### config.mk
export PLATFORM = sky130hd
export DESIGN_NAME = arm_hazard_fwd_unit
export DESIGN_NICKNAME = d
export VERILOG_FILES = /design/src/rtl/arm_hazard_fwd_unit.sv
export SDC_FILE = /design/constraint.sdc
export NUM_CORES = 1
export LEC_CHECK = 0
export ABC_AREA = 1
export CORE_UTILIZATION = 51
export CTS_CLUSTER_DIAMETER = 120
export DETAILED_ROUTE_END_ITERATION = 8
export PLACE_DENSITY = 0.8
export RECOVER_POWER = 25
export SYNTH_ARGS = -nofsm -noshare
export SYNTH_HDL_FRONTEND = slang
export SYNTH_SLANG_ARGS = --single-unit
export TNS_END_PERCENT = 100
### constraint.sdc
create_clock -name clk -period 2.1 [get_ports clk]
set_input_delay 0.63 -clock clk [delete_from_list [all_inputs] [get_ports clk]]
set_output_delay 0.63 -clock clk [all_outputs]
set_load 0.01 [all_outputs]
### src/rtl/arm_hazard_fwd_unit.sv
`default_nettype none
// ============================================================================
// Module   : arm_hazard_fwd_unit
// Purpose  : Pipeline hazard detection with optional operand forwarding.
//            A shift-register scoreboard holds the destination register of
//            every instruction in flight after ID (slot 0 = EXE,
//            slot STAGES-1 = WB). In stall-only mode any pending producer
//            freezes IF/ID; in forwarding mode only a load-use freezes IF/ID
//            and registered forwarding selects travel with the instruction
//            into EXE. Taken branches flush the ID instruction.
// Ports    : clk, rst           - clock, synchronous active-high reset
//            id_*               - decoded fields of the instruction in ID
//            branch_taken       - EXE resolved a taken branch (flush)
//            hazard             - combinational freeze of PC and IF/ID
//            fwd_sel1/fwd_sel2  - registered operand source select for EXE
//            inflight_wb        - per-slot valid & wb_en (debug)
//            stall_count        - saturating count of hazard cycles
//            flush_count        - saturating count of flush cycles
// Revision : 1.0 - initial release
// ============================================================================
module arm_hazard_fwd_unit #(
    parameter int REG_W  = 4,
    parameter int STAGES = 3,
    parameter int FWD_EN = 1,
    parameter int CNT_W  = 16,
    parameter int SEL_W  = $clog2(STAGES)
) (
    input  logic              clk,
    input  logic              rst,
    input  logic              id_valid,
    input  logic [REG_W-1:0]  id_src1,
    input  logic              id_src1_used,
    input  logic [REG_W-1:0]  id_src2,
    input  logic              id_two_src,
    input  logic              id_wb_en,
    input  logic              id_mem_read,
    input  logic [REG_W-1:0]  id_dest,
    input  logic              branch_taken,
    output logic              hazard,
    output logic [SEL_W-1:0]  fwd_sel1,
    output logic [SEL_W-1:0]  fwd_sel2,
    output logic [STAGES-1:0] inflight_wb,
    output logic [CNT_W-1:0]  stall_count,
    output logic [CNT_W-1:0]  flush_count
);

    // Scoreboard slots
    logic [STAGES-1:0] r_valid;
    logic [STAGES-1:0] r_wb_en;
    logic [STAGES-1:0] r_mem_read;
    logic [REG_W-1:0]  r_dest [STAGES];

    // Per-slot source matches; the WB slot is excluded because the register
    // file write is already visible to ID in that cycle.
    logic [STAGES-2:0] w_match1;
    logic [STAGES-2:0] w_match2;
    logic              w_hazard_raw;
    logic              w_issue;
    logic [SEL_W-1:0]  w_sel1_nxt;
    logic [SEL_W-1:0]  w_sel2_nxt;
    logic              w_unused;

    generate
        for (genvar i = 0; i < STAGES - 1; i++) begin : g_match
            assign w_match1[i] = r_valid[i] & r_wb_en[i] & (r_dest[i] == id_src1)
                               & id_src1_used & id_valid;
            assign w_match2[i] = r_valid[i] & r_wb_en[i] & (r_dest[i] == id_src2)
                               & id_two_src & id_valid;
        end
    endgenerate

    generate
        if (FWD_EN != 0) begin : g_fwd
            // Only a load in EXE cannot be forwarded in time.
            assign w_hazard_raw = (w_match1[0] | w_match2[0]) & r_mem_read[0];

            // Descending scan so the youngest (lowest-index) producer wins.
            always_comb begin
                w_sel1_nxt = '0;
                w_sel2_nxt = '0;
                for (int i = STAGES - 2; i >= 0; i--) begin
                    if (w_match1[i]) w_sel1_nxt = SEL_W'(i + 1);
                    if (w_match2[i]) w_sel2_nxt = SEL_W'(i + 1);
                end
            end
        end else begin : g_stall
            assign w_hazard_raw = |(w_match1 | w_match2);
            assign w_sel1_nxt   = '0;
            assign w_sel2_nxt   = '0;
        end
    endgenerate

    // A flush kills the ID instruction, so holding it would be pointless.
    assign hazard  = w_hazard_raw & ~branch_taken;
    assign w_issue = id_valid & ~hazard & ~branch_taken;

    assign inflight_wb = r_valid & r_wb_en;

    // The WB slot's destination and the deeper mem_read bits only ride along
    // the shift register; they never feed a decision.
    assign w_unused = ^{r_mem_read, r_dest[STAGES-1]};

    always_ff @(posedge clk) begin
        if (rst) begin
            r_valid     <= '0;
            r_wb_en     <= '0;
            r_mem_read  <= '0;
            for (int k = 0; k < STAGES; k++) begin
                r_dest[k] <= '0;
            end
            fwd_sel1    <= '0;
            fwd_sel2    <= '0;
            stall_count <= '0;
            flush_count <= '0;
        end else begin
            r_valid    <= {r_valid[STAGES-2:0], w_issue};
            r_wb_en    <= {r_wb_en[STAGES-2:0], id_wb_en};
            r_mem_read <= {r_mem_read[STAGES-2:0], id_mem_read};
            r_dest[0]  <= id_dest;
            for (int k = 1; k < STAGES; k++) begin
                r_dest[k] <= r_dest[k-1];
            end

            // Selects are zero whenever a bubble enters EXE.
            if (w_issue) begin
                fwd_sel1 <= w_sel1_nxt;
                fwd_sel2 <= w_sel2_nxt;
            end else begin
                fwd_sel1 <= '0;
                fwd_sel2 <= '0;
            end

            if (hazard && (stall_count != {CNT_W{1'b1}})) begin
                stall_count <= stall_count + CNT_W'(1);
            end
            if (branch_taken && (flush_count != {CNT_W{1'b1}})) begin
                flush_count <= flush_count + CNT_W'(1);
            end
        end
    end

endmodule
`default_nettype wire

==> results.py <==
metrics = {
    "run_status": {
        "status": "finished, violations left",
        "violations": "negative setup slack",
    },
    "yosys": {
        "synth.yosys.seq_area_share_pct": 36.9,
        "syn-num-nets": 442,
        "synth_area_um2": 2770,
        "ys.flop_type": "dfxtp_1",
        "synth-edff-count": 0,
        "yosys_register_bits": 51,
        "syn_area_per_cell_um2": 6.59,
        "ys.warnings.count": 0,
        "synth.distinct_cells": 36,
        "async_flop_share_pct": 0,
        "synthCells": 420,
    },
    "sta": {
        "worst_slew_pin_slew_ns": 0.439,
        "rsz0062_at_grt": "yes",
        "finalCritPeriodShare_pct": 102,
        "hold_viol_final": 0,
        "period_needed_ns": 2.15,
        "max_freq_ghz": 0.465,
        "worst_slack_ns": -0.0521,
        "skew_ns": 0.0101,
        "slew_viol_final": 0,
        "setup_viol": 1,
        "relSlewSlack_pct": 70.7,
    },
    "clock_tree": {
        "htreeDepth": 2,
        "cts_num_sinks": 51,
        "cts_buffers": 5,
        "root_buffer": "clkbuf_8",
        "clk_latency_ns": 0.31,
        "clk_path_buf_depth": 2,
        "cts_tree": "done",
        "clkTransAtPathRegs_ns": 0.10,
    },
    "grt": {
        "grt_usage_pct": 28.4,
        "grt_max_degree": 19,
        "antenna_found_initial": 0,
        "overflow": 0,
        "first_global_vias": 2816,
        "grt_pass1_wl_um": 12200,
    },
    "final_layout": {
        "stdcell_count": 614,
        "layout.nets": 565,
        "area_growth_syn_to_layout_pct": 48.6,
        "antenna-diode-count": 0,
        "drive_above_1_share_pct": 27.0,
    },
    "routing": {
        "via_per_inst": 4.98,
        "drt_wl_total_um": 8000,
        "num_vias": 3060,
        "drc": 0,
        "first_pass_iters": 4,
        "drt_iter0_drc": 152,
        "wl_per_cell_um": 13.0,
        "antenna_left": 0,
    },
    "worst_hold_path": {
        "hold_path_class": "flip-flop to flip-flop",
        "hp-start": "r_wb_en[1]",
        "min_delay_path_depth": 2,
        "holdPathEnd": "r_wb_en[2]",
    },
    "pwr": {
        "comb_power_share_pct": 12.7,
        "p_int_uw": 1500,
        "p_switching_uw": 480,
        "p_clk_share_pct": 37.0,
        "vdd_ir_drop_max_v": 0.000323,
        "swShare_pct": 24.2,
        "p_leak_uw": 0.00183,
        "seqPwrFrac_pct": 50.2,
        "power_uw": 1980,
        "p_per_area_nw_per_um2": 483,
    },
    "floorplanning": {
        "dieArea_um2": 5720,
        "die-height_um": 75.7,
        "design.core.area_um2": 5170,
        "ios": 60,
        "fp-row-count": 26,
        "initial_utilization_pct": 53.5,
        "die_w_um": 75.7,
    },
    "critical_path": {
        "cp_max_fo": 3,
        "start_kind": "primary input",
        "reg2reg_to": "flush_count[6]",
        "rrSetupSlack_ns": 0.12,
        "r2r_cells": 9,
        "r2r_start": "flush_count[0]",
        "crit_type": "primary input to output pin",
        "cp.arrival_ns": 1.52,
        "required_ns": 1.47,
        "cp-end-kind": "output pin",
    },
    "place": {
        "placedCellCount": 573,
        "place_congestion": 0.880,
        "hpwlAfterDp_um": 5090,
        "port_buffers": 59,
    },
    "run": {
        "drv_cap": 0,
    },
}
## worst max-delay path by stage
stage | from | endpoint | slack, ns | cells after the start
after global placement | id_src1[2] | hazard | -0.83 | 10
after CTS | id_valid | hazard | 0.0007 | 10
after floorplan | id_src2[0] | hazard | 0.18 | 8
final | id_src1[2] | hazard | -0.05 | 10
after detailed placement | id_src1[2] | hazard | -0.87 | 10
after global routing | id_two_src | hazard | -0.11 | 10
## power groups by stage
stage                     sequential (uW)  combinational, uW  clock, uW
after floorplan                      1020               87.9          0
after global placement               1020                191          0
after detailed placement             1020                194          0
after CTS                             996                223        749
after global routing                  999                276        782
final                                 997                253        735
## flip-flops by register name, indices dropped and copies added, names as in the netlist
name         cells
fwd_sel2         2
r_dest           8
r_wb_en          3
flush_count     16
r_valid          3
stall_count     16
r_mem_read       1
fwd_sel1         2
## cells in the final DEF (no fill, tap or decap), types with 3 or more instances in the layout
master            n
nand2_1          90
nor2_1           65
inv_1            64
buf_4            61
dfxtp_1          46
clkdlybuf4s50_1  42
nand2_2          22
nand3_1          15
nand4_1          14
inv_2            11
a21oi_1           9
o21bai_1          9
nor3_1            8
nor2_2            7
o21ai_0           7
xor2_1            6
clkbuf_8          6
buf_6             5
nor3_2            4
xnor2_1           4
buf_2             4
dlygate4sd3_1     4
nand2_4           3
nand3b_1          3
dfxtp_4           3
## cell usage after synthesis (2+ instances only)
cell / number / area share [%]
inv_1: 73 / 9.9
nand3_1: 16 / 2.9
dfxtp_1: 51 / 37
nand3b_1: 3 / 0.81
inv_2: 4 / 0.54
clkbuf_1: 2 / 0.27
xor2_1: 6 / 1.9
buf_6: 2 / 0.81
ha_1: 2 / 0.90
nor2_1: 70 / 9.5
nor3b_2: 3 / 1.4
nor4_1: 2 / 0.45
a21oi_1: 9 / 1.6
nand4_1: 14 / 3.2
o21ai_0: 7 / 1.3
xnor2_1: 4 / 1.3
nor2_2: 2 / 0.45
nor3_2: 4 / 1.4
nor3_1: 8 / 1.4
o21bai_1: 9 / 2.4
nand2_2: 3 / 0.68
nand2_1: 111 / 15
o21ai_1: 2 / 0.36
## layer usage
layer	vias up	GRT usage [%]	part of all wire [%]
met4	0	15.2	3.6
met1	1408	31.2	41
li1	1535	-	-
met3	28	6.48	3.4
met5	-	0	0
met2	89	50.9	52
## worst max-delay path, cell delays in order
cell and delay, ns:
buf_4 0.11, inv_1 0.08, nand2_4 0.07, nand2_2 0.05
nor2_2 0.13, nand3_2 0.09, nand2_2 0.11, nand2_2 0.08
inv_2 0.07, buf_6 0.09
## layout make-up
cell class / instances / area, um^2
clock buffers: 6 / 82.6
clock inverters: 2 / 38.8
fillers: 382 / 1060
inverters: 78 / 298
multi-input cells: 284 / 1490
flip-flops and latches: 51 / 1030
well taps: 70 / 87.6
repair buffers: 123 / 1080
## cells by family (layout without fill, tap and decap cells)
group,after synthesis,in the layout,synth area share (%)
buffers and inverters,85,209,12.3
XOR/XNOR,10,10,3.17
AO/OA/AOI/OAI,28,28,5.92
AND/OR/NAND/NOR,244,244,40.8
flip-flops,51,51,36.9
adder cells (fa/ha/maj),2,2,0.904
## what timing repair did
item,in CTS,in global routing
hold buffers,0,0
pin swaps,19,25
resized for setup,63,48
setup buffers,34,3
gates cloned,0,1
endpoints found under the setup margin,1,23
hold endpoints to repair,0,0
## through the flow
stage                     TNS (ns)  util [%]  setup slack [ns]  area [um^2]  hold slack, ns
final                      -0.0521      79.5           -0.0521         4110           0.416
after global routing        -0.143      79.5            -0.107         4110           0.438
after CTS                        0      77.2          0.000709         3990           0.408
after detailed placement     -3.92      70.2            -0.869         3630           0.410
after global placement       -3.71      70.2            -0.830         3630           0.408
after floorplan                  0         -             0.178         2770           0.403
(Power assumes the default switching activity.)
